$ cat src/rtl/riscv_core_arb_pkg.sv
// rtl/riscv_core_arb_pkg.sv - shared types for the IF/LS memory port arbiter
package riscv_core_arb_pkg;

    typedef enum logic [1:0] {
        ARB_IDLE = 2'd0,
        ARB_ADDR = 2'd1,
        ARB_RESP = 2'd2
    } arb_state_t;

    typedef enum logic {
        OWNER_IF = 1'b0,
        OWNER_LS = 1'b1
    } arb_owner_t;

endpackage

$ cat src/rtl/riscv_core_arb_pick.sv
// rtl/riscv_core_arb_pick.sv - combinational round-robin / lock picker
//
// Ports:
//   i_if_req, i_ls_req  requests from instruction fetch and load/store
//   i_last_owner        port that received the most recent grant (0 = IF, 1 = LS)
//   i_lock              bus held for LS; IF request is ignored while set
//   o_pick              chosen port (0 = IF, 1 = LS)
module riscv_core_arb_pick
    import riscv_core_arb_pkg::*;
(
    input  logic i_if_req,
    input  logic i_ls_req,
    input  logic i_last_owner,
    input  logic i_lock,
    output logic o_pick
);

    always_comb begin
        o_pick = OWNER_IF;
        if (i_lock) begin
            o_pick = OWNER_LS;
        end else if (i_if_req && i_ls_req) begin
            // Tie: whoever did not win last time goes now.
            o_pick = ~i_last_owner;
        end else if (i_ls_req) begin
            o_pick = OWNER_LS;
        end
    end

endmodule

$ cat src/rtl/riscv_core_mem_arbiter.sv
// rtl/riscv_core_mem_arbiter.sv - shares one memory port between IF (port 0) and LS (port 1)
//
// Optional feature macro: RISCV_CORE_ARB_LOCK_EN (adds i_ls_lock and bus locking for LS).
//
// Ports:
//   i_clk, i_rst_n                     clock, synchronous active-low reset
//   i_if_req/i_if_addr, o_if_gnt       IF address phase (read only)
//   o_if_rvalid/o_if_rdata             IF response
//   i_ls_req/addr/we/wdata/be, o_ls_gnt LS address phase
//   i_ls_lock                          keep bus for next LS access (lock build only)
//   o_ls_rvalid/o_ls_rdata             LS response
//   o_mem_req/addr/we/wdata/be         muxed bus request
//   i_mem_gnt, i_mem_rvalid/rdata      bus handshake and response
//   o_owner                            path select: 0 = IF, 1 = LS
module riscv_core_mem_arbiter
    import riscv_core_arb_pkg::*;
#(
    parameter int ADDR_WIDTH = 64,
    parameter int DATA_WIDTH = 64
) (
    input  logic                    i_clk,
    input  logic                    i_rst_n,
    input  logic                    i_if_req,
    input  logic [ADDR_WIDTH-1:0]   i_if_addr,
    output logic                    o_if_gnt,
    output logic                    o_if_rvalid,
    output logic [DATA_WIDTH-1:0]   o_if_rdata,
    input  logic                    i_ls_req,
    input  logic [ADDR_WIDTH-1:0]   i_ls_addr,
    input  logic                    i_ls_we,
    input  logic [DATA_WIDTH-1:0]   i_ls_wdata,
    input  logic [DATA_WIDTH/8-1:0] i_ls_be,
`ifdef RISCV_CORE_ARB_LOCK_EN
    input  logic                    i_ls_lock,
`endif
    output logic                    o_ls_gnt,
    output logic                    o_ls_rvalid,
    output logic [DATA_WIDTH-1:0]   o_ls_rdata,
    output logic                    o_mem_req,
    output logic [ADDR_WIDTH-1:0]   o_mem_addr,
    output logic                    o_mem_we,
    output logic [DATA_WIDTH-1:0]   o_mem_wdata,
    output logic [DATA_WIDTH/8-1:0] o_mem_be,
    input  logic                    i_mem_gnt,
    input  logic                    i_mem_rvalid,
    input  logic [DATA_WIDTH-1:0]   i_mem_rdata,
    output logic                    o_owner
);

    localparam int BE_W = DATA_WIDTH / 8;

    arb_state_t state_q, state_d;
    logic       owner_q, owner_d;
    logic       last_owner_q, last_owner_d;
    logic       lock_act;

`ifdef RISCV_CORE_ARB_LOCK_EN
    logic       lock_q, lock_d;
    assign lock_act = lock_q;
`else
    assign lock_act = 1'b0;
`endif

    logic if_req_eff;
    logic pick;
    logic owner_sel;
    logic mem_req_raw;

    // A locked bus hides IF entirely, including from o_mem_req.
    assign if_req_eff = i_if_req & ~lock_act;

    riscv_core_arb_pick u_pick (
        .i_if_req     (if_req_eff),
        .i_ls_req     (i_ls_req),
        .i_last_owner (last_owner_q),
        .i_lock       (lock_act),
        .o_pick       (pick)
    );

    // In IDLE the picker drives the path directly so a same-cycle bus
    // grant costs no arbitration cycle; afterwards the owner is frozen.
    always_comb begin
        owner_sel   = owner_q;
        mem_req_raw = 1'b0;
        case (state_q)
            ARB_IDLE: begin
                owner_sel   = pick;
                mem_req_raw = if_req_eff | i_ls_req;
            end
            ARB_ADDR: mem_req_raw = 1'b1;
            default:  mem_req_raw = 1'b0;
        endcase
    end

    assign o_owner   = i_rst_n & owner_sel;
    assign o_mem_req = i_rst_n & mem_req_raw;
    assign o_if_gnt  = o_mem_req & i_mem_gnt & (o_owner == OWNER_IF);
    assign o_ls_gnt  = o_mem_req & i_mem_gnt & (o_owner == OWNER_LS);

    assign o_if_rvalid = i_rst_n & (state_q == ARB_RESP) & i_mem_rvalid & (owner_q == OWNER_IF);
    assign o_ls_rvalid = i_rst_n & (state_q == ARB_RESP) & i_mem_rvalid & (owner_q == OWNER_LS);
    assign o_if_rdata  = i_mem_rdata;
    assign o_ls_rdata  = i_mem_rdata;

    assign o_mem_addr  = (o_owner == OWNER_LS) ? i_ls_addr  : i_if_addr;
    assign o_mem_we    = (o_owner == OWNER_LS) ? i_ls_we    : 1'b0;
    assign o_mem_wdata = (o_owner == OWNER_LS) ? i_ls_wdata : '0;
    assign o_mem_be    = (o_owner == OWNER_LS) ? i_ls_be    : {BE_W{1'b1}};

    always_comb begin
        state_d      = state_q;
        owner_d      = owner_q;
        last_owner_d = last_owner_q;
        case (state_q)
            ARB_IDLE: begin
                if (mem_req_raw) begin
                    owner_d = pick;
                    if (i_mem_gnt) begin
                        last_owner_d = pick;
                        state_d      = ARB_RESP;
                    end else begin
                        state_d = ARB_ADDR;
                    end
                end
            end
            ARB_ADDR: begin
                if (i_mem_gnt) begin
                    last_owner_d = owner_q;
                    state_d      = ARB_RESP;
                end
            end
            ARB_RESP: begin
                if (i_mem_rvalid) begin
                    state_d = ARB_IDLE;
                end
            end
            default: state_d = ARB_IDLE;
        endcase
    end

`ifdef RISCV_CORE_ARB_LOCK_EN
    always_comb begin
        lock_d = lock_q;
        if (o_ls_gnt) begin
            lock_d = i_ls_lock;
        end
    end
`endif

    always_ff @(posedge i_clk) begin
        if (!i_rst_n) begin
            state_q      <= ARB_IDLE;
            owner_q      <= OWNER_IF;
            last_owner_q <= OWNER_IF;
`ifdef RISCV_CORE_ARB_LOCK_EN
            lock_q       <= 1'b0;
`endif
        end else begin
            state_q      <= state_d;
            owner_q      <= owner_d;
            last_owner_q <= last_owner_d;
`ifdef RISCV_CORE_ARB_LOCK_EN
            lock_q       <= lock_d;
`endif
        end
    end

    // The frozen owner must keep requesting until the bus accepts it.
    a_req_held_in_addr: assert property (
        @(posedge i_clk) disable iff (!i_rst_n)
        (state_q == ARB_ADDR) |-> ((owner_q == OWNER_LS) ? i_ls_req : i_if_req)
    );

endmodule

$ cat config.mk
export PLATFORM = sky130hd
export DESIGN_NAME = riscv_core_mem_arbiter
export DESIGN_NICKNAME = d
export VERILOG_FILES = /design/src/rtl/riscv_core_arb_pkg.sv /design/src/rtl/riscv_core_arb_pick.sv /design/src/rtl/riscv_core_mem_arbiter.sv
export SDC_FILE = /design/constraint.sdc
export NUM_CORES = 1
export LEC_CHECK = 0
export BUFFER_PORTS_ARGS = -buffer_cell sky130_fd_sc_hd__clkbuf_2
export CORE_AREA = 4 4 207 209
export CTS_BUF_LIST = sky130_fd_sc_hd__clkbuf_8
export DETAILED_ROUTE_END_ITERATION = 7
export DIE_AREA = 0 0 211 213
export GPL_TIMING_DRIVEN = 0
export MAX_ROUTING_LAYER = met4
export PLACE_DENSITY = 0.3
export SLEW_MARGIN = 10
export SYNTH_ARGS = -nofsm -noshare
export SYNTH_HDL_FRONTEND = slang
export SYNTH_SLANG_ARGS = --single-unit
$ cat constraint.sdc
create_clock -name i_clk -period 2.4 [get_ports i_clk]
set_input_delay 0.48 -clock i_clk [delete_from_list [all_inputs] [get_ports i_clk]]
set_output_delay 0.48 -clock i_clk [all_outputs]
set_load 0.02 [all_outputs]
## Yosys cells after proc, flatten, opt, wreduce, memory -nomap -nowiden

Index checks and enable logic that the tools add are counted.

| storage, ports and cells | value |
|---|---|
| register bits | 4 |
| output and inout bits | 271 |

| operators by class | value |
|---|---|
| eq/ne operators | 6 |
| mux-type cells | 17 |
| bitwise operators | 13 |
| reduce and logical (&&, ||, !) cells | 6 |

Operators with widths:

| kind | number |
|---|---|
| $mux 64 | 2 |
| $and 1x1->1 | 9 |
| $mux 2 | 4 |
| $mux 8 | 1 |
| $ne 2x2->1 const B | 4 |
| $mux 1 | 7 |
| $pmux 2 s3 | 1 |
| $pmux 1 s2 | 2 |
| $reduce_and 4->1 | 1 |
| $not 1->1 | 3 |
| $reduce_and 3->1 | 1 |
| $eq 2x1->1 const B | 1 |
| $eq 2x2->1 const B | 1 |
| $logic_not 2->1 | 1 |
| $reduce_and 2->1 | 1 |
| $reduce_bool 2->1 | 1 |
| $logic_and 1x1->1 | 1 |
| $or 1x1->1 | 1 |

## Depth between registers and ports, before layout

Gate-level depths: netlist of run 1.

| logic depth | value |
|---|---|
| depth after elaboration | 6 |
| gate-level depth with buffers | 5 |
| depth with buffers taken out | 3 |

## Modules after synthesis

A second synthesis of run 1 with hierarchy kept.

| second synthesis, totals | value |
|---|---|
| cell total of the unflattened synthesis | 316 |
| area total of the unflattened synthesis | 2,503.7 um2 |

By module, submodules not included:

| module | instances | cells each | area each (um2) | seq. area each (um2) |
|---|---|---|---|---|
| riscv_core_mem_arbiter | 1 | 314 | 2,492.4 | 80.1 |
| riscv_core_arb_pick | 1 | 2 | 11.3 | 0.0 |

## Least setup slack after synthesis of run 1

No wires, ideal clock.

| timing path | value |
|---|---|
| path kind | input -> output |
| from | in i_ls_req |
| to | out o_mem_addr[28] |
| data arrival time | 1.549 ns |
| slack | 0.371 ns |
| stages on the path | 5 |
| path through | a21boi_1 -> a31o_1 -> buf_6 -> buf_6 -> mux2_4 |

| on the way | value |
|---|---|
| longest elaborated chain between the ends | 5 |

RTL lines:

| item | line | text |
|---|---|---|
| start: declaration | riscv_core_mem_arbiter.sv:28 | `input logic i_ls_req,` |
| $mux 1 / $logic_and 1x1->1 (equally long branches) | riscv_core_arb_pick.sv:25, riscv_core_arb_pick.sv:22 |  |
| $mux 1 * | riscv_core_arb_pick.sv:22 | `end else if (i_if_req && i_ls_req) begin` |
| $mux 1 * | riscv_core_mem_arbiter.sv:85 | `case (state_q)` |
| $and 1x1->1 * | riscv_core_mem_arbiter.sv:95 | `assign o_owner = i_rst_n & owner_sel;` |
| $mux 64 * | riscv_core_mem_arbiter.sv:105 | `assign o_mem_addr = (o_owner == OWNER_LS) ? i_ls_addr : i_if_addr;` |
| end: declaration | riscv_core_mem_arbiter.sv:40 | `output logic [ADDR_WIDTH-1:0] o_mem_addr,` |

Mark *: on every way between the ends. The rest lies on a longest branch, timed or not.

## Final worst setup path of run 1

| timing path | value |
|---|---|
| from | reg state_q[1] |
| to | out o_mem_addr[52] |

| on the way | value |
|---|---|
| longest elaborated chain between the ends | 4 |

RTL lines:

| item | line | text |
|---|---|---|
| start: declaration | riscv_core_mem_arbiter.sv:52 | `arb_state_t state_q, state_d;` |
| start signal: assignment | riscv_core_mem_arbiter.sv:159 | `state_q <= state_d;` |
| $logic_not 2->1 | riscv_core_mem_arbiter.sv:85 |  |
| $mux 1 | riscv_core_mem_arbiter.sv:85 |  |
| $and 1x1->1 | riscv_core_mem_arbiter.sv:95 |  |
| $mux 64 | riscv_core_mem_arbiter.sv:105 |  |

Every way passes these cells.

==> reports/results.md, run 1 <==
* finished clean — run status
* 0.00566 mm2 — cell area reported after detailed placement
* 0.428 ns — actual slew at the worst max-slew pin
* 87.7% — share of layout cells above drive strength 1
* 0.00180 ns — Setup Skew
* state_q[0] — sink of the worst hold path
* 0.0408 mm2 — Core Box Area
* buffers and inverters — dominant combinational cell family by area after synthesis
* 2.79 — post-detailed-route via-to-cell ratio
* 12.3 um — wire length per cell after detailed routing
* 1063 — fin nets
* true — setup repair after global routing missed its margin
* 19.8% — simple-gate area share of the yosys netlist
* 0.00148 mm2 — area used by multi-input combinational logic
* 0.00261 mm2 — cell area after technology mapping
* 2.35 ns — minimum clock period
* 184 uV — worst ir drop on vdd
* 0.0449 mm2 — Die ar.
* 74 — number of placement rows
* primary output — critical path capture point type
* 1 — H-tree levels
* 1.92 ns — data required time at the worst endpoint
* 71.3% — relative slew slack
* 122% — Layout Area Growth over Synthesis
* 85.1 um2 — sequential standard cell area
* 92 — DRC marker count from the first detailed-route iteration
* 8.42 um2 — Avg Inst Size Synth
* state_q[1] — terminus of the critical flop-to-flop path
* 0 — count of yosys warnings during synthesis
* 542 — I/O pins
* 0 — antenna violation net count after detailed routing
* 3.41 nW — LEAKAGE
* 0 — Setup violations, final
* 0.722 — gp weighted congestion
* 98.1% — period utilization
* 4 — total clock sinks
* 477 — # port buffers
* 5 — first-pass iteration count of the detailed router
* register — Startpoint Class
* 3469 — via count of the first global-routing pass
* clkbuf_8 — cell chosen for the clock root
* i_mem_gnt — Worst Min Path Start
* 3.07% — share of synthesized area occupied by flip-flops and latches
* 20900 um — first-pass GRT wire length
* 2.83% — post-synthesis compound-gate area fraction
* 425 MHz — Peak Freq
* 0 — total count of hold-check failures in the final report
* 10 — maximum fanout count along the critical path
* 469 x clkbuf_2, 130 x buf_4, 65 x and2_1 — commonest non-fill, non-tap cells in the layout
* 0.0453 ns — post-route setup slack
* 0.00579 mm2 — Final Instance Area
* 3 — CTS Buf Count
* 0% — Post-Synth Adder-Cell Area
* 4731 — fill count
* 0.03 ns — Reg clk slew, reported paths
* 0.22 ns — Clock Latency Late Sink
* 275 mW/mm2 — pwr dens
* done — TritonCTS clock tree
* 0 — maximum capacitance violations
* 26 — count of different cell masters after synthesis
* 4 — register bit total from synthesis
* -0.484 ns — post-place setup slack
* 2 — clock buffer depth
* 0 — Max Transition Viols Final
* 6.10% — total routing usage reported by global routing
* 2 — hold path depth
* 0 — diode insertion count for antenna repair
* reg -> out — Crit Path Category
* 1.87 ns — arrival time reported for the critical path endpoint
* 0 — # Post-CTS Setup Buffers
* 1.16 ns — R2R Setup Slk
* 3 — worst-case reg-to-reg path depth
* 3685 — vias
* 213 um — y dimension of the die
* 581 — nets in the synthesized netlist
* 0 — detailed-route DRC error count
* 33.0% — portion of netlist area occupied by mux cells
* 6.40% — starting density of the core
* 15200 um — HPWL reported at the end of detailed placement
* clkbuf_2 — most common cell after layout, fill and taps aside
* in -> reg — class of the worst hold path
* 310 — Mapped Cells
* 1.59 mW — sum of internal, switching and leakage power
* state_q[0] — Worst R2R Start
* 0% — xor/xnor cell area share of the yosys netlist
* 11 — maximum number of pins on one net before global-route repair
* 0 — Congestion Overflow GR
* 211 um — Horiz. Die Dim
* 0 — number of antenna violations at the first check in global routing
* 16300 um — Routed Wire Length
cell families after synthesis:
group           after synthesis
mux                          65
compound gates                9
simple gates                 85
buf+inv                     147
flops                         4
worst max-delay path by stage:
| stage | from | end | slack [ns] | cells past startpoint |
|---|---|---|---|---|
| 6_report | state_q[1] | o_mem_addr[52] | 0.05 | 6 |
| 5_1_grt | i_if_req | o_mem_addr[59] | -0.03 | 7 |
| 4_1_cts | i_if_req | o_mem_addr[52] | -0.01 | 7 |
| 3_5_place_dp | i_if_req | o_mem_wdata[16] | -0.48 | 7 |
| 3_3_place_gp | i_if_req | o_mem_wdata[18] | -0.43 | 7 |
| 2_1_floorplan | i_ls_req | o_mem_addr[28] | 0.37 | 5 |
layout make-up:
class / count / area share (%)
tap: 532 / 11.5
buffer: 143 / 19.1
sequential: 4 / 1.47
clock buffer: 3 / 0.713
multi-input combinational: 159 / 25.6
inverter: 4 / 0.259
timing repair buffer: 477 / 41.4
state kept, by name (all words and copies together), names as in the netlist:
name and cells:
last_owner_q 1, owner_q 1, state_q 2
cell usage after synthesis:
| master | number | area [um2] |
|---|---|---|
| nor2b_1 | 2 | 12.5 |
| and2_1 | 66 | 413 |
| mux2_4 | 35 | 526 |
| buf_6 | 5 | 56.3 |
| dfxtp_1 | 4 | 80.1 |
| a31o_1 | 1 | 8.76 |
| nand3_1 | 1 | 5.00 |
| a21boi_1 | 1 | 7.51 |
| buf_2 | 4 | 20.0 |
| a21o_1 | 1 | 7.51 |
| o21a_1 | 1 | 7.51 |
| a21oi_1 | 1 | 5.00 |
| clkbuf_1 | 5 | 18.8 |
| o211a_1 | 1 | 10.0 |
| o31a_1 | 1 | 8.76 |
| o2111a_1 | 1 | 11.3 |
| mux2_2 | 29 | 327 |
| a211oi_1 | 1 | 7.51 |
| nor2_1 | 3 | 11.3 |
| nor4_1 | 1 | 6.26 |
| nand2_1 | 1 | 3.75 |
| nor3_1 | 3 | 15.0 |
| buf_4 | 129 | 968 |
| mux2i_1 | 1 | 10.0 |
| nand2b_1 | 8 | 50.1 |
| inv_1 | 4 | 15.0 |
power by group:
| group | switching, mW | total [mW] | internal, mW | leakage [nW] |
|---|---|---|---|---|
| sequential | 0.00877 | 0.0814 | 0.0727 | 0.0341 |
| combinational | 0.717 | 1.37 | 0.652 | 3.36 |
| clock | 0.0377 | 0.145 | 0.107 | 0.0216 |
| total | 0.763 | 1.59 | 0.832 | 3.41 |
per-stage QoR:
| stage | TNS, ns | hold slack [ns] | util (%) | cells |
|---|---|---|---|---|
| global placement | -40.17 | 0.566 | 13.9 | 1319 |
| floorplan | 0 | 0.501 | - | 310 |
| finish | 0 | 0.444 | 14.2 | 1322 |
| global route | -0.499 | 0.445 | 14.2 | 1322 |
| CTS | -0.0314 | 0.436 | 14.1 | 1322 |
| detailed placement | -43.55 | 0.568 | 13.9 | 1319 |
worst max-delay path, stage by stage, from the launching register on:
cell,delay (ns)
dfxtp_4,0.36
o211a_1,0.24
a31o_4,0.26
buf_12,0.17
buf_12,0.15
mux2_4,0.30
buf_4,0.16
metal layers:
layer | vias up | part of all wire, % | routed length, um | global-route usage [%]
li1 | 1832 | - | - | -
met1 | 1626 | 35 | 5720 | 6.86
met2 | 221 | 57 | 9220 | 11.9
met3 | 6 | 7.7 | 1250 | 0.867
met4 | 0 | 0.46 | 74 | 0.380
met5 | - | 0 | 0 | -
what timing repair did:
item,in CTS,in global routing
hold buffers,0,0
resized for setup,19,22
endpoints found under the setup margin,139,81
pin swaps,2,1
(Power assumes the default switching activity.)
==> run 2: changes to the inputs <==
--- a/config.mk
+++ b/config.mk
@@ -6,10 +6,10 @@
 export NUM_CORES = 1
 export LEC_CHECK = 0
 export BUFFER_PORTS_ARGS = -buffer_cell sky130_fd_sc_hd__clkbuf_2
-export CORE_AREA = 4 4 207 209
+export CORE_AREA = 4 4 211 213
 export CTS_BUF_LIST = sky130_fd_sc_hd__clkbuf_8
 export DETAILED_ROUTE_END_ITERATION = 7
-export DIE_AREA = 0 0 211 213
+export DIE_AREA = 0 0 215 217
 export GPL_TIMING_DRIVEN = 0
 export MAX_ROUTING_LAYER = met4
 export PLACE_DENSITY = 0.3
==> constraint.sdc (replaced) <==
create_clock -name i_clk -period 3.1 [get_ports i_clk]
set_input_delay 0.62 -clock i_clk [delete_from_list [all_inputs] [get_ports i_clk]]
set_output_delay 0.62 -clock i_clk [all_outputs]
set_load 0.01 [all_outputs]
==> reports/results.md, run 2 (synthesized netlist as in run 1, its figures left out) <==
* 0 — antenna violation net count after detailed routing, unchanged
* 477 — # port buffers, unchanged
* 2.48 ns — data required time at the worst endpoint, +0.56 ns
* 4 — first-pass iteration count of the detailed router, -1
* 1.05 mW — sum of internal, switching and leakage power, -34%
* 12.7 um — wire length per cell after detailed routing, +3.5%
* 349 MHz — Peak Freq
* 0 ns — Total Negative Setup Slacks, unchanged
* 0 — detailed-route DRC error count, unchanged
* 0 — count of hold buffers inserted by post-cts repair, unchanged
* 0.22 ns — Clock Latency Late Sink, about the same
* 0 — # Post-CTS Setup Buffers, unchanged
* 6.51% — total routing usage reported by global routing, +0.40 points
* 16000 um — HPWL reported at the end of detailed placement, +4.8%
* 67.5 uV — worst ir drop on vdd, -63%
* 478 x clkbuf_2, 129 x buf_4, 66 x and2_1 — commonest non-fill, non-tap cells in the layout
* 217 um — y dimension of the die, +1.9%
* reg -> reg — class of the worst hold path
* in -> out — Crit Path Category
* 0 — number of antenna violations at the first check in global routing, unchanged
* 0 — diode insertion count for antenna repair, unchanged
* 0.816 — gp weighted congestion, +13%
* 0.482 ns — actual slew at the worst max-slew pin, +0.0547 ns
* 2.78 — post-detailed-route via-to-cell ratio, -0.13%
* done — TritonCTS clock tree
* 2.87 ns — minimum clock period
* 11 — maximum number of pins on one net before global-route repair, unchanged
* clkbuf_8 — cell chosen for the clock root
* 1 — H-tree levels, unchanged
* state_q — Largest Register
* primary output — critical path capture point type
* 0.0467 mm2 — Die ar., +3.8%
* 0 — total count of hold-check failures in the final report, unchanged
* 542 — I/O pins, unchanged
* 3 — CTS Buf Count, unchanged
* 10 — maximum fanout count along the critical path, unchanged
* 17000 um — Routed Wire Length, +4.6%
* finished clean — run status
* 4 — total clock sinks, unchanged
* 0 — Congestion Overflow GR, unchanged
* 3.37 nW — LEAKAGE, -1.1%
* 215 um — Horiz. Die Dim, +1.9%
* 0.00140 ns — Setup Skew, -0.000397 ns
* 3719 — vias, +0.92%
* 23000 um — first-pass GRT wire length, +10%
* 2 — clock buffer depth, unchanged
* 119% — Layout Area Growth over Synthesis
* state_q: 2 flops, last_owner_q: 1 flops, owner_q: 1 flops — biggest registers after layout
* 6.12% — starting density of the core, -0.28 points
* 0 — maximum capacitance violations, unchanged
* input port — Startpoint Class
* 0.0427 mm2 — Core Box Area, +4.6%
* 2.25 ns — arrival time reported for the critical path endpoint, +0.38 ns
* clkbuf_2 — most common cell after layout, fill and taps aside
* 0.03 ns — Reg clk slew, reported paths, about the same
* 76 — number of placement rows, +2.7%
* 0 — Setup violations, final, unchanged
* 92.5% — period utilization
* 3627 — via count of the first global-routing pass, +4.6%
* 0 — Max Transition Viols Final, unchanged
* 0 — number of resized instances in the post-cts repair step, -19
* 183 mW/mm2 — pwr dens, -33%
* 1063 — fin nets, unchanged
* 86.6% — share of layout cells above drive strength 1, -1.1 points
* 66 — DRC marker count from the first detailed-route iteration, -28%
* 67.6% — relative slew slack, -3.7 points
* 2 — flip-flop count of the largest register, all copies and words added, unchanged
* false — setup repair after global routing missed its margin
-- run 2: changes by cell type in the layout (fill, tap and decap cells not counted), moves of 3 or more --
cell      previous run  this run
buf_12               3         0
buf_2               12         4
buf_6                2         5
clkbuf_1             0         4
clkbuf_2           469       478
clkbuf_4             3         0
-- run 2: worst paths after layout --
path,start,end,slack (ns),cells after the start
worst max-delay path,i_if_req,o_mem_wdata[23],0.23,7
worst min-delay path,last_owner_q,last_owner_q,0.56,3
worst max register to register,state_q[0],last_owner_q,1.84,3
worst min register to register,last_owner_q,last_owner_q,0.56,3
-- run 2: power breakdown --
part / total (mW) / internal, mW / switching [mW]
sequential: 0.0612 / 0.0561 / 0.00507
combinational: 0.876 / 0.489 / 0.387
clock: 0.113 / 0.0830 / 0.0299
-- run 2: stage by stage --
stage	instances	hold slack [ns]	worst slack, ns	utilization (%)	instance area [um2]
global placement	1333	0.560	-0.0305	13.3	5680
detailed placement	1333	0.562	0.0127	13.3	5680
CTS	1336	0.568	0.000845	13.4	5720
global route	1336	0.590	0.0241	13.4	5720
finish	1336	0.564	0.232	13.4	5720
floorplan	310	0.501	0.813	-	2610
-- run 2: layer usage --
metal	GRT usage, %	part of all wire [%]	vias up
met3	1.01	7.1	12
met4	1.52	1.6	0
met5	-	0	-
li1	-	-	1829
met2	12.2	55	215
met1	7.30	36	1663
-- run 2: worst max-delay path: stages --
cell and delay (ns):
clkbuf_2 0.11, a21boi_1 0.26, a31o_2 0.32, buf_6 0.22
clkbuf_1 0.34, and2_1 0.22, clkbuf_2 0.16
-- run 2: area by class of cell --
cell class | count | area [um2]
fillers | 4939 | 37000
repair buffers | 477 | 2390
multi-input cells | 159 | 1450
plain buffers | 143 | 1060
well taps | 546 | 683
flip-flops and latches | 4 | 80.1
clock buffers | 3 | 41.3
inverters | 4 | 15.0
